--- config.mk ---
export PLATFORM = sky130hd
export DESIGN_NAME = bcd_digit_scanner
export DESIGN_NICKNAME = d
export VERILOG_FILES = /design/src/rtl/display_pkg.sv /design/src/rtl/bcd_double_dabble.sv /design/src/rtl/bcd_digit_scanner.sv
export SDC_FILE = /design/constraint.sdc
export NUM_CORES = 1
export LEC_CHECK = 0
export CORE_MARGIN = 2
export CORE_UTILIZATION = 60
export CTS_BUF_LIST = sky130_fd_sc_hd__clkbuf_8
export CTS_CLUSTER_DIAMETER = 120
export DETAILED_ROUTE_END_ITERATION = 8
export PLACE_DENSITY = 0.86
export SYNTH_ARGS = -nofsm -noshare
export SYNTH_HDL_FRONTEND = slang
export SYNTH_SLANG_ARGS = --single-unit
--- constraint.sdc ---
create_clock -name clock -period 2 [get_ports clock]
set_input_delay 0.4 -clock clock [delete_from_list [all_inputs] [get_ports clock]]
set_output_delay 0.4 -clock clock [all_outputs]
set_load 0.02 [all_outputs]
--- src/rtl/display_pkg.sv ---
// ---------------------------------------------------------------------------
// display_pkg
// Shared definitions for the BCD digit scanner:
//   - state_e      : handshake FSM states (IDLE, CONVERT, LOAD)
//   - BCD_W        : bits per BCD digit
//   - BCD_ADD3_TH  : digit value at or above which double-dabble adds 3
//   - bcd_adjust() : per-digit add-3 correction applied before each shift
// ---------------------------------------------------------------------------
package display_pkg;

    typedef enum logic [1:0] {
        IDLE    = 2'd0,
        CONVERT = 2'd1,
        LOAD    = 2'd2
    } state_e;

    localparam int BCD_W = 4;

    localparam logic [BCD_W-1:0] BCD_ADD3_TH = 4'd5;

    // A digit >= 5 would become >= 10 after doubling; adding 3 first
    // turns that doubling into a clean carry into the next digit.
    function automatic logic [BCD_W-1:0] bcd_adjust(input logic [BCD_W-1:0] nib);
        logic [BCD_W-1:0] res;
        if (nib >= BCD_ADD3_TH) begin
            res = nib + BCD_W'(3);
        end else begin
            res = nib;
        end
        return res;
    endfunction

endpackage

--- src/rtl/bcd_double_dabble.sv ---
// ---------------------------------------------------------------------------
// bcd_double_dabble
// Sequential shift-and-add-3 binary to BCD converter, one input bit per cycle.
// A start pulse loads the binary value and clears the BCD accumulator; the
// following BIN_WIDTH cycles each adjust every digit then shift {bcd,bin}
// left by one. BCD bits shifted out of the top digit are dropped, so the
// result is the input modulo 10^NUM_DIGITS.
//
// Ports:
//   clock      in   system clock, rising edge
//   reset_n    in   asynchronous reset, active low
//   i_start    in   load i_data and begin a conversion
//   i_data     in   BIN_WIDTH binary value
//   o_done     out  high during the cycle whose closing edge does the last shift
//   o_bcd      out  NUM_DIGITS*4 BCD accumulator, digit 0 in the low nibble
// ---------------------------------------------------------------------------
module bcd_double_dabble
    import display_pkg::*;
#(
    parameter int BIN_WIDTH  = 16,
    parameter int NUM_DIGITS = 5
) (
    input  logic                          clock,
    input  logic                          reset_n,
    input  logic                          i_start,
    input  logic [BIN_WIDTH-1:0]          i_data,
    output logic                          o_done,
    output logic [NUM_DIGITS*BCD_W-1:0]   o_bcd
);

    localparam int BCD_TOT = NUM_DIGITS * BCD_W;
    localparam int CNT_W   = $clog2(BIN_WIDTH + 1);

    logic [BIN_WIDTH-1:0]         r_bin;
    logic [BCD_TOT-1:0]           r_bcd;
    logic [CNT_W-1:0]             r_cnt;
    logic [BCD_TOT-1:0]           w_bcd_adj;
    logic [BCD_TOT+BIN_WIDTH-1:0] w_shifted;

    // Add-3 correction on every digit, then the combined left shift.
    always_comb begin
        w_bcd_adj = r_bcd;
        for (int i = 0; i < NUM_DIGITS; i++) begin
            w_bcd_adj[i*BCD_W +: BCD_W] = bcd_adjust(r_bcd[i*BCD_W +: BCD_W]);
        end
        w_shifted = {w_bcd_adj, r_bin} << 1'b1;
    end

    // Shift register, accumulator and remaining-bit counter.
    always_ff @(posedge clock or negedge reset_n) begin
        if (!reset_n) begin
            r_bin <= '0;
            r_bcd <= '0;
            r_cnt <= '0;
        end else if (i_start) begin
            r_bin <= i_data;
            r_bcd <= '0;
            r_cnt <= CNT_W'(BIN_WIDTH);
        end else if (r_cnt != '0) begin
            r_bin <= w_shifted[BIN_WIDTH-1:0];
            r_bcd <= w_shifted[BCD_TOT+BIN_WIDTH-1:BIN_WIDTH];
            r_cnt <= r_cnt - CNT_W'(1);
        end else begin
            r_bin <= r_bin;
            r_bcd <= r_bcd;
            r_cnt <= r_cnt;
        end
    end

    assign o_done = (r_cnt == CNT_W'(1));
    assign o_bcd  = r_bcd;

endmodule

--- src/rtl/bcd_digit_scanner.sv ---
// ---------------------------------------------------------------------------
// bcd_digit_scanner
// Accepts a binary reading, converts it to BCD and time-multiplexes the
// digits onto a 4-bit bus for a registered 7-segment decoder stage.
//
// Ports:
//   clock          in   system clock, rising edge
//   reset_n        in   asynchronous reset, active low
//   data_valid     in   data_in valid this cycle
//   data_in        in   BIN_WIDTH unsigned value to display
//   data_ready     out  block is IDLE and will accept data_in
//   busy           out  conversion in progress
//   binary_number  out  BCD digit currently selected (to decoder input)
//   digit_enable   out  one-hot digit select, bit 0 = units, one cycle
//                       behind binary_number to match the decoder register
//
// Build option: define LEADING_ZERO_BLANK_EN to suppress digit_enable for
// leading zero digits (units digit always shown).
// ---------------------------------------------------------------------------
module bcd_digit_scanner
    import display_pkg::*;
#(
    parameter int BIN_WIDTH   = 16,
    parameter int NUM_DIGITS  = 5,
    parameter int REFRESH_DIV = 50000
) (
    input  logic                   clock,
    input  logic                   reset_n,
    input  logic                   data_valid,
    input  logic [BIN_WIDTH-1:0]   data_in,
    output logic                   data_ready,
    output logic                   busy,
    output logic [3:0]             binary_number,
    output logic [NUM_DIGITS-1:0]  digit_enable
);

    localparam int DISP_W = NUM_DIGITS * BCD_W;
    localparam int IDX_W  = (NUM_DIGITS > 1) ? $clog2(NUM_DIGITS) : 1;
    localparam int RCNT_W = $clog2(REFRESH_DIV);

    state_e                r_state;
    state_e                w_state_nxt;
    logic                  w_start;
    logic                  w_load;
    logic                  w_conv_done;
    logic [DISP_W-1:0]     w_bcd;
    logic [DISP_W-1:0]     r_display;
    logic [RCNT_W-1:0]     r_refresh_cnt;
    logic [IDX_W-1:0]      r_digit_idx;
    logic [BCD_W-1:0]      w_digit;
    logic [NUM_DIGITS-1:0] w_onehot;
    logic [NUM_DIGITS-1:0] w_show;
    logic [NUM_DIGITS-1:0] r_en_pre;
    logic [NUM_DIGITS-1:0] r_digit_enable;
    logic [BCD_W-1:0]      r_binary_number;
    logic                  r_busy;
    logic                  r_data_ready;

    bcd_double_dabble #(
        .BIN_WIDTH  (BIN_WIDTH),
        .NUM_DIGITS (NUM_DIGITS)
    ) u_dd (
        .clock   (clock),
        .reset_n (reset_n),
        .i_start (w_start),
        .i_data  (data_in),
        .o_done  (w_conv_done),
        .o_bcd   (w_bcd)
    );

    // Handshake FSM next-state and control strobes.
    always_comb begin
        w_state_nxt = r_state;
        w_start     = 1'b0;
        w_load      = 1'b0;
        case (r_state)
            IDLE: begin
                if (data_valid) begin
                    w_state_nxt = CONVERT;
                    w_start     = 1'b1;
                end else begin
                    w_state_nxt = IDLE;
                end
            end
            CONVERT: begin
                if (w_conv_done) begin
                    w_state_nxt = LOAD;
                end else begin
                    w_state_nxt = CONVERT;
                end
            end
            LOAD: begin
                w_state_nxt = IDLE;
                w_load      = 1'b1;
            end
            default: begin
                w_state_nxt = IDLE;
            end
        endcase
    end

    // FSM state register; status outputs are registered from the next state
    // so they always agree with the state they describe.
    always_ff @(posedge clock or negedge reset_n) begin
        if (!reset_n) begin
            r_state      <= IDLE;
            r_busy       <= 1'b0;
            r_data_ready <= 1'b1;
        end else begin
            r_state      <= w_state_nxt;
            r_busy       <= (w_state_nxt == CONVERT);
            r_data_ready <= (w_state_nxt == IDLE);
        end
    end

    // Display register: only a completed conversion ever reaches it.
    always_ff @(posedge clock or negedge reset_n) begin
        if (!reset_n) begin
            r_display <= '0;
        end else if (w_load) begin
            r_display <= w_bcd;
        end else begin
            r_display <= r_display;
        end
    end

    // Refresh divider and digit index; free-running, never stalled.
    always_ff @(posedge clock or negedge reset_n) begin
        if (!reset_n) begin
            r_refresh_cnt <= '0;
            r_digit_idx   <= '0;
        end else if (r_refresh_cnt == RCNT_W'(REFRESH_DIV - 1)) begin
            r_refresh_cnt <= '0;
            if (r_digit_idx == IDX_W'(NUM_DIGITS - 1)) begin
                r_digit_idx <= '0;
            end else begin
                r_digit_idx <= r_digit_idx + IDX_W'(1);
            end
        end else begin
            r_refresh_cnt <= r_refresh_cnt + RCNT_W'(1);
            r_digit_idx   <= r_digit_idx;
        end
    end

    // Digit mux, one-hot select and the leading-zero visibility mask.
    always_comb begin
        w_digit  = r_display[BCD_W*r_digit_idx +: BCD_W];
        w_onehot = NUM_DIGITS'(1) << r_digit_idx;
`ifdef LEADING_ZERO_BLANK_EN
        begin
            logic w_nz;
            w_nz   = 1'b0;
            w_show = '0;
            // Walk from the most significant digit down; once any non-zero
            // digit is seen, it and every lower digit are shown.
            for (int i = NUM_DIGITS - 1; i >= 0; i--) begin
                w_nz      = w_nz | (r_display[i*BCD_W +: BCD_W] != '0) | (i == 0);
                w_show[i] = w_nz;
            end
        end
`else
        w_show = '1;
`endif
    end

    // Output pipeline: digit value to the decoder now, matching select one
    // cycle later so it lines up with the decoder's registered segments.
    always_ff @(posedge clock or negedge reset_n) begin
        if (!reset_n) begin
            r_binary_number <= '0;
            r_en_pre        <= '0;
            r_digit_enable  <= '0;
        end else begin
            r_binary_number <= w_digit;
            r_en_pre        <= w_onehot & w_show;
            r_digit_enable  <= r_en_pre;
        end
    end

    assign data_ready    = r_data_ready;
    assign busy          = r_busy;
    assign binary_number = r_binary_number;
    assign digit_enable  = r_digit_enable;

endmodule

==> key figures <==
CTS
  – CTS tree: done
  – Clock latency on the worst-skew pair: 0.36 ns
  – TritonCTS buffer count: 9
  – Worst-path clk slew: 0.09 ns
  – Post-CTS Setup Bufs: 0
  – Clock buffer depth: 2
  – PostCTS Resize Cnt: 0
  – TritonCTS Sinks: 98
  – Htree depth: 3
  – Root Buffer: clkbuf_8

Timing
  – Final hold violations: 0
  – Peak Freq: 0.533 GHz
  – Final worst-path cycle share: 93.7%
  – Clk_skew: 0.00867 ns
  – Worst-Margin Slew: 0.601 ns
  – RSZ-0062 raised after global routing: no
  – Setup violators final: 0
  – Max Slew Vio Count: 0
  – Final Critical Period: 1.87 ns
  – Hold_ws: 0.358 ns
  – Worst slew margin: 60.0%
  – Fin Setup TNS: 0 ns

Power
  – Power Density: 1390 nW/um^2
  – Leakage: 2.35 nW
  – Peak VDD IR: 0.775 mV

Synthesis
  – Synth Flop Type: dfrtp_1
  – Number of distinct library cells after synthesis: 41
  – Register area share after synthesis: 54.0%
  – Post-synth top cells: dfrtp_1 (97), nand2_1 (51), nor2_1 (49)
  – Synth Instances: 438
  – Mapped Nets: 475
  – Ys Warns: 0
  – Top cells by area, synth: dfrtp_1 (53%), ha_1 (5.0%), nand2_1 (4.2%)
  – Synth top area share: 53.4%
  – Yosys reg bits: 98
  – Mapped Area: 4540 sq um
  – Most common cell in the synthesized netlist: dfrtp_1
  – Syn_area_per_cell: 10.4 sq um
  – Post-synth EDFFs: 0
  – Synth area leader: dfrtp_1
  – Async SR Flop Fraction: 100%

Critical path
  – CP Launch Type: register
  – Crit-path max FO: 1
  – Buffer and inverter count on the worst path: 1
  – CP Capture Type: output pin
  – Max stage delay on crit path: 0.59 ns
  – CP Data Arrival Time: 1.47 ns
  – Worst endpoint required time: 1.60 ns
  – Worst path slowest cell: clkdlybuf4s50_1
  – Critical path type: reg2out
  – Crit-path cells: clkdlybuf4s50_1
  – Delay-heaviest family, CP: buffers and inverters

Floorplan
  – I/O pins: 30
  – Die ar.: 8290 sq um
  – Initial Util: 62.3%
  – Chip Width: 91.0 um
  – Placeable Area: 7290 sq um
  – Die Span Y: 91.0 um
  – Row cnt: 31

Finish
  – Share of cells above drive strength 1: 11.3%
  – Fin util: 72.1%
  – Final Net Count: 508
  – Antenna Cells: 0
  – Area Overhead vs Synth: 15.7%
  – Non-Filler Instances: 575
  – Post-route cell area: 5260 sq um

GRT
  – First-pass GRT wire length: 15500 um
  – Vias in the first global route: 3443
  – Largest net degree at the start of global routing: 41
  – Total congestion overflow: 0
  – Initial antenna violation count: 0
  – Gr usage total: 23.1%

Outcome
  – Status: complete, no violations

Placed design
  – Placed cell areas: 4950 sq um
  – Gp weighted congestion: 0.830
  – HPWL Detailed: 6220 um
  – IO Port Bufs: 29
  – Placed cells: 558

Detailed routing
  – WL final: 8990 um
  – Drt pass-1 iters: 5
  – Final ANT Viol Nets: 0
  – Initial DRC Count: 197
  – Drt drc: 0
  – Via count: 3317
  – Vias per cell: 5.77
  – DR WL/cell: 15.6 um

Run
  – Max Cap Violations: 0

Min path
  – Tightest Hold Check Type: reg2reg
## cell usage in the layout (no fill, tap or decap), types with 2 or more instances in the layout
cell type,instances
a211oi_1,7
a21oi_1,18
a31oi_1,17
and2_1,2
buf_12,2
buf_4,10
bufinv_16,5
clkbuf_8,10
clkdlybuf4s50_1,28
dfrtp_1,97
ha_1,18
inv_1,19
mux2_2,16
mux2i_1,6
nand2_1,51
nand2b_1,7
nand3_1,23
nand4_1,4
nor2_1,49
nor2b_1,4
nor3_1,5
nor3b_1,4
nor4_2,2
o21ai_0,31
o21bai_1,2
o22ai_1,3
xnor2_1,14
xor2_1,6
## stage by stage
step | power (mW) | setup slack [ns]
after global placement | 5.28 | 0.345
after detailed placement | 5.48 | 0.298
after CTS | 7.31 | 0.111
after floorplan | 4.77 | 0.468
final | 7.29 | 0.125
after global routing | 7.76 | 0.0908
## path summary, 6_finish.rpt
| path | startpoint | end | slack [ns] | cells past startpoint |
|---|---|---|---|---|
| max | data_ready$_DFF_PN1_ | data_ready | 0.13 | 1 |
| max in group asynchronous | reset_n | u_dd.r_bin[15]$_DFFE_PN0P_ | 0.99 | 3 |
| min reg2reg | r_en_pre[2]$_DFF_PN0_ | digit_enable[2]$_DFF_PN0_ | 0.36 | 0 |
| max reg2reg | u_dd.o_bcd[0]$_DFFE_PN0P_ | u_dd.o_bcd[2]$_DFFE_PN0P_ | 0.23 | 6 |
| min in group asynchronous | reset_n | r_refresh_cnt[8]$_DFF_PN0_ | 0.46 | 2 |
| min | r_en_pre[2]$_DFF_PN0_ | digit_enable[2]$_DFF_PN0_ | 0.36 | 0 |
## timing repair
item,4_1_cts,5_1_grt
endpoints found under the hold margin,20,0
hold buffers,1,0
setup endpoints to repair,0,0
## state kept, by name, summed over array words and instances, names as in the netlist
| register | count |
|---|---|
| u_dd.r_bin | 16 |
| r_refresh_cnt | 16 |
| r_display | 20 |
| binary_number | 4 |
| r_digit_idx | 3 |
| digit_enable | 5 |
| data_ready | 1 |
| r_state | 2 |
| u_dd.o_bcd | 20 |
| u_dd.r_cnt | 5 |
| r_en_pre | 5 |
| busy | 1 |
## layer usage
metal | part of all wire, % | wire (um) | track usage, %
met5 | 0 | 0 | 0
met3 | 4.3 | 384 | 4.48
met1 | 42 | 3740 | 27.2
met4 | 1.9 | 170 | 10.1
met2 | 52 | 4690 | 41.2
## where the power goes
| group | internal (mW) | switching [mW] |
|---|---|---|
| combinational | 1.09 | 1.29 |
| clock | 1.12 | 0.684 |
| sequential | 2.61 | 0.499 |
| total | 4.82 | 2.47 |
## layout make-up
cell class	instances	area (sq um)
well taps	99	124
multi-input cells	302	1910
clock buffers	10	138
flip-flops and latches	98	2450
inverters	19	71.3
fillers	536	2030
clock inverters	6	159
repair buffers	41	405
## kinds of logic after synthesis
group | synth area share (%)
buf+inv | 4.02
flops | 54.0
fa+ha+maj | 4.96
xor+xnor | 3.85
simple gates | 17.4
compound gates | 9.99
mux | 5.78
No activity file was read; power rests on OpenSTA's default activity.
